File: config.mk
export PLATFORM = sky130hd
export DESIGN_NAME = seq_shifter
export DESIGN_NICKNAME = d
export VERILOG_FILES = /design/src/rtl/seq_shifter.sv
export SDC_FILE = /design/constraint.sdc
export NUM_CORES = 1
export LEC_CHECK = 0
export BUFFER_PORTS_ARGS = -buffer_cell sky130_fd_sc_hd__buf_2
export CAP_MARGIN = 5
export CORE_UTILIZATION = 40
export DETAILED_ROUTE_END_ITERATION = 6
export SLEW_MARGIN = 25
export SYNTH_ARGS = -nofsm -noshare
export SYNTH_HDL_FRONTEND = slang
export SYNTH_SLANG_ARGS = --single-unit
File: constraint.sdc
create_clock -name clk -period 4.6 [get_ports clk]
set_input_delay 0.46 -clock clk [delete_from_list [all_inputs] [get_ports clk]]
set_output_delay 0.46 -clock clk [all_outputs]
set_load 0.02 [all_outputs]
File: src/rtl/seq_shifter.sv
// Multi-cycle logarithmic shifter: one barrel stage (1, 2, 4, 8 ...) per clock,
// with SLL/SRA/ROR/SRL modes and a start/busy/done handshake.
module seq_shifter #(
    parameter  int WIDTH = 16,
    localparam int SV_W  = $clog2(WIDTH)
) (
    input  logic             clk,
    input  logic             rst_n,
    input  logic             start,
    input  logic [WIDTH-1:0] Shift_In,
    input  logic [SV_W-1:0]  Shift_Val,
    input  logic [1:0]       Mode,
    output logic             busy,
    output logic             done,
    output logic [WIDTH-1:0] Shift_Out
);

    typedef enum logic {
        IDLE  = 1'b0,
        SHIFT = 1'b1
    } state_e;

    typedef enum logic [1:0] {
        MODE_SLL = 2'b00,
        MODE_SRA = 2'b01,
        MODE_ROR = 2'b10,
        MODE_SRL = 2'b11
    } mode_e;

    localparam logic [SV_W-1:0] LAST_STAGE = SV_W'(SV_W - 1);

    state_e            state;
    state_e            state_next;
    logic [SV_W-1:0]   stage_cnt;
    logic [WIDTH-1:0]  work;
    logic [SV_W-1:0]   val_q;
    mode_e             mode_q;
    logic [WIDTH-1:0]  staged;
    logic [SV_W:0]     amt;
    logic [SV_W:0]     rot_amt;
    logic              last_stage;

    assign busy       = (state == SHIFT);
    assign last_stage = (stage_cnt == LAST_STAGE);

    always_ff @(posedge clk or negedge rst_n) begin
        if (!rst_n) begin
            state <= IDLE;
        end else begin
            state <= state_next;
        end
    end

    always_comb begin
        state_next = state;
        case (state)
            IDLE:    if (start)      state_next = SHIFT;
            SHIFT:   if (last_stage) state_next = IDLE;
            default: state_next = IDLE;
        endcase
    end

    // Stage k shifts by 2^k when the captured amount has bit k set.
    always_comb begin
        amt     = (SV_W+1)'(1) << stage_cnt;
        rot_amt = (SV_W+1)'(WIDTH) - amt;
        staged  = work;
        if (val_q[stage_cnt]) begin
            case (mode_q)
                MODE_SLL: staged = work << amt;
                MODE_SRA: staged = $signed(work) >>> amt;
                MODE_ROR: staged = (work >> amt) | (work << rot_amt);
                MODE_SRL: staged = work >> amt;
                default:  staged = work;
            endcase
        end
    end

    always_ff @(posedge clk or negedge rst_n) begin
        if (!rst_n) begin
            stage_cnt <= '0;
            work      <= '0;
            val_q     <= '0;
            mode_q    <= MODE_SLL;
            Shift_Out <= '0;
            done      <= 1'b0;
        end else begin
            done <= 1'b0;
            if (state == IDLE) begin
                if (start) begin
                    work      <= Shift_In;
                    val_q     <= Shift_Val;
                    mode_q    <= mode_e'(Mode);
                    stage_cnt <= '0;
                end
            end else begin
                work <= staged;
                if (last_stage) begin
                    // Counter is cleared rather than allowed to wrap.
                    stage_cnt <= '0;
                    Shift_Out <= staged;
                    done      <= 1'b1;
                end else begin
                    stage_cnt <= stage_cnt + 1'b1;
                end
            end
        end
    end

endmodule

### Word level (Yosys, flattened, before mapping)

Cells that the tools add are included.

| storage, ports and cells | value |
|---|---|
| register bits | 44 |
| input port bits | 25 |
| word-level logic and storage cells | 39 |

| operators by class | value |
|---|---|
| add/subtract/negate cells | 2 |
| magnitude comparators | 1 |
| eq/ne operators | 4 |
| shift-type cells | 5 |
| multiplexer cells | 14 |
| bitwise gates (word level) | 2 |
| reduce and logical (&&, ||, !) cells | 4 |

Operators by type and width:

| kind | count |
|---|---|
| 16-bit one-hot mux with 4 select lines | 1 |
| 16-bit 2-to-1 mux | 3 |
| 16-bit by 5-bit left shift with 16-bit output | 2 |
| 16-bit bitwise OR | 1 |
| 16-bit by 5-bit >> shifter with 16-bit output | 1 |
| 16-bit by 5-bit >>> shifter with 16-bit output | 1 |
| 4-bit 2-to-1 mux | 3 |
| 1-bit 2-to-1 mux | 5 |
| 1-bit by 4-bit left shift with 5-bit output, first input constant | 1 |
| 5-bit subtractor, first input constant | 1 |
| 4-bit by 1-bit adder with 4-bit output, second input constant | 1 |
| 2-bit == test, second input constant | 2 |
| 4-bit by 2-bit == test with 1-bit output, second input constant | 1 |
| 4-bit by 3-bit less-than comparator with 1-bit output, second input constant | 1 |
| 2-bit AND reduction | 2 |
| 1-bit binary-select mux with 2-bit select | 1 |
| 2-bit by 1-bit == test with 1-bit output, second input constant | 1 |
| 2-bit logical NOT | 1 |
| 1-bit one-hot mux with 2 select lines | 1 |
| 2-bit nonzero test | 1 |
| 1-bit inverter | 1 |

### Depth between registers and ports, before layout

| logic depth | value |
|---|---|
| word-level depth | 7 |
| mapped depth | 17 |
| depth with buffers taken out | 12 |

### Least setup slack after synthesis

OpenSTA, ideal clock, no wires.

| timing | value |
|---|---|
| path kind | flip-flop to flip-flop |
| start point | register stage_cnt[1] |
| end point | register Shift_Out[4] |
| data arrival time | 3.203 ns |
| data required time | 4.479 ns |
| setup slack | 1.276 ns |
| cell stages (with the launch flop) | 16 |
| path buffers | 5 |
| period minus slack after synthesis | 3.324 ns |
| cells stage by stage | dfrtp_1 -> inv_1 -> ha_1 -> buf_2 -> nor3b_4 -> inv_2 -> buf_2 -> buf_2 -> ha_1 -> clkbuf_1 -> xnor2_2 -> buf_4 -> a32oi_1 -> a21o_1 -> a221o_1 -> a22o_1 |

| on the way | value |
|---|---|
| longest elaborated chain between the ends | 6 |
| elaborated cells on any way between the ends | 13 |

RTL lines:

| element | line | text |
|---|---|---|
| from (decl) | 34 | `logic [SV_W-1:0] stage_cnt;` |
| from (signal assigned) | 104 | `stage_cnt <= stage_cnt + 1'b1;` |
| 1-bit by 4-bit left shift with 5-bit output | 65 | `amt = (SV_W+1)'(1) << stage_cnt;` |
| 5-bit subtractor | 66 | `rot_amt = (SV_W+1)'(WIDTH) - amt;` |
| 16-bit by 5-bit left shift with 16-bit output | 72 | `MODE_ROR: staged = (work >> amt) \| (work << rot_amt);` |
| 16-bit bitwise OR | 72 |  |
| 16-bit one-hot mux with 4 select lines | 69 | `case (mode_q)` |
| 16-bit 2-to-1 mux | 68 | `if (val_q[stage_cnt]) begin` |
| to (signal assigned) | 101 | `Shift_Out <= staged;` |
| to (decl) | 15 | `output logic [WIDTH-1:0] Shift_Out` |

Several ways; a longest one is shown, not always the timed one. The select of a mux whose other input is x is not followed.
A chain may end at the register's enable or synchronous reset.

### Final worst setup path

| timing | value |
|---|---|
| start point | register stage_cnt[0] |
| end point | register Shift_Out[15] |

Same word-level chain as after synthesis.

==> metrics <==
result of the run=finished, final reports clean; most common cell in the netlist=nand2_1; clk_skew=5.47 ps; unrepaired setup endpoints after global routing=false; first-pass GRT wire length=36.6 mm; DR iter-0 viols=849; DRC viols=0; clock sinks=44; max_slew headroom=32.4%; final hold vios=0; TNS Setup=0 ps; EDFF count, synth=0; share of layout cells above drive strength 1=16.5%; Max H-tree Level=2; area leader, netlist=dfrtp_1; Area growth, synth to finish=8.04%; worst skew pair latency=290 ps; reg2reg end=Shift_Out[15]$_DFFE_PN0P_; via count=around 6,000; Critical Path Start=stage_cnt[0]$_DFFE_PN0P_; Warnings, synthesis=0; R2R setup slack=940 ps; Async SR Flop Fraction=100%; Max Cap Viol=0; fin nets=roughly 730; vias per cell=6.89; Tcrit/Tclk final=between 70% and 80%; final non-filler cell total=around 870; antenna violations before repair=0; placed cell count=about 860; Area contributors post-synth=dfrtp_1 (21%), mux2i_1 (9.7%), a21oi_1 (5.2%); HP Class=in -> async; ys flop type=dfrtp_1; Resize count post-CTS=0; vias in the first global route=~5,600; most instantiated cells after synthesis=nand2_1 (71), a21oi_1 (54), nor2_1 (53); Syn Area/Cell=roughly 7.5 sq um; clk root buf=clkbuf_16; Routed WL=around 24 mm; Core Box Area=12,600 sq um; CTS Buf Count=5; worst reg2reg startpoint=stage_cnt[0]$_DFFE_PN0P_; DR pass1 iterations=6; critical path arrival=3800 ps; Worst Reg-to-Reg Cells=11; Wirelength per Cell=27.9 um; largest net degree at the start of global routing=50; die area=roughly 13,000 sq um; Die X=116 um; Crit Path Category=reg -> reg; Post-CTS Setup Inserts=0; critical path endpoint category=register; synthesized cell area=5180 sq um; Die Span Y=around 120 um; Net Count, Synth=726; Slew Viols, Final=0; CP Data Required Time=4740 ps; Setup violations, final=0; Hold-fix buffers, CTS=0; synthesized flop and latch total=44; I/O pin total=43; HPWL Detailed=around 17 mm; type of origin of the critical path=register; CTS tree=built; Worst-Margin Slew=1010 ps; Cell Rows=41; highest clock rate=0.273 GHz; Max Fanout on Critical Path=12; total gr overflow=0; Tmin final=3660 ps; Ant. Diodes=0; clock buffer depth=2; number of port buffers=42; WHS=173 ps; routability cong.=1.05; GR Util All Layers=a little under two fifths; Netlist cell types=72; crit path to=Shift_Out[15]$_DFFE_PN0P_; Synth top area share=21.2%; Seq/Total Area, Yosys=21.2%; remaining antenna violation count=0; starting density of the core=41.1%; clock-pin slew on the worst setup and hold paths=70 ps; Cells after Synth=about 700; final design utilization=~44%
==> critical path: stages, from the launching register on <==
cell and delay, ps:
dfrtp_1 450, inv_1 160, ha_1 190, nor3b_4 220
inv_2 60, ha_1 340, xnor2_2 620, mux2i_1 250
mux2i_1 320, o211ai_1 150, nor3_1 560, o21ai_0 190
==> sequential cells by signal, summed over array words and instances (netlist names) <==
register   cells
Shift_Out     16
work          16
stage_cnt      4
val_q          4
mode_q         2
busy           1
done           1
==> cells in the final DEF (no fill, tap or decap), types with 4 or more instances in the layout <==
master     instances
a2111oi_2          4
a211o_1            4
a211oi_1          13
a21o_1             6
a21oi_1           54
a221oi_1           7
a22oi_1            6
a31oi_1            5
buf_2             41
buf_4             24
clkbuf_16          5
dfrtp_1           44
ha_1               6
inv_1             12
mux2_2            15
mux2i_1           50
nand2_1           71
nand2b_1          11
nand3_1           25
nand4_1           13
nor2_1            52
nor2b_1           15
nor3_1            23
o211ai_1           9
o21a_1             4
o21ai_0           47
o21ai_1           16
o221ai_1           6
o22ai_1           20
o311ai_1           4
o31ai_1           11
or3_1              4
==> through the flow <==
step | setup WS [ps] | cell area [sq um]
2_1_floorplan | 1280 | 5180
3_3_place_gp | 1150 | 5450
3_5_place_dp | 1030 | 5450
4_1_cts | 1020 | 5590
5_1_grt | 791 | 5600
6_report | 942 | 5600
==> worst min-delay path by stage <==
stage | start | end | slack, ps | cells past startpoint
after floorplan | rst_n | Shift_Out[0]$_DFFE_PN0P_ | 160 | 0
after global placement | Shift_Out[11]$_DFFE_PN0P_ | Shift_Out[11]$_DFFE_PN0P_ | 460 | 2
after detailed placement | Shift_Out[15]$_DFFE_PN0P_ | Shift_Out[15]$_DFFE_PN0P_ | 470 | 2
after CTS | rst_n | Shift_Out[3]$_DFFE_PN0P_ | 380 | 1
after global routing | rst_n | work[3]$_DFFE_PN0P_ | 220 | 1
final | rst_n | work[3]$_DFFE_PN0P_ | 170 | 1
==> layer usage <==
metal	vias up	global-route usage [%]	routed length, um
met5	-	0	0
met4	0	15.8	1180
met3	83	7.90	2320
met2	383	57.0	10500
met1	2894	51.3	10300
li1	2614	-	-
==> cells by family (layout without fill, tap and decap cells) <==
group	count (synthesis)	count (layout)	synth area share [%]
buffers and inverters	89	89	7.70
AO/OA/AOI/OAI	248	248	32.1
XOR/XNOR	2	2	0.628
AND/OR/NAND/NOR	239	239	23.1
multiplexers	67	67	13.8
flip-flops	44	44	21.2
adder cells (fa/ha/maj)	6	6	1.45
==> layout make-up <==
class	count	area (sq um)
Tap cell	172	215
Sequential cell	44	1100
Multi-Input combinational cell	562	3690
Fill cell	1330	7020
Inverter	16	60.1
Clock inverter	3	21.3
Clock buffer	5	125
Timing Repair Buffer	65	385
Power is left out: the tool's default activity adds up to more than one toggle a clock period on the data nets, which glitch-free logic cannot reach.
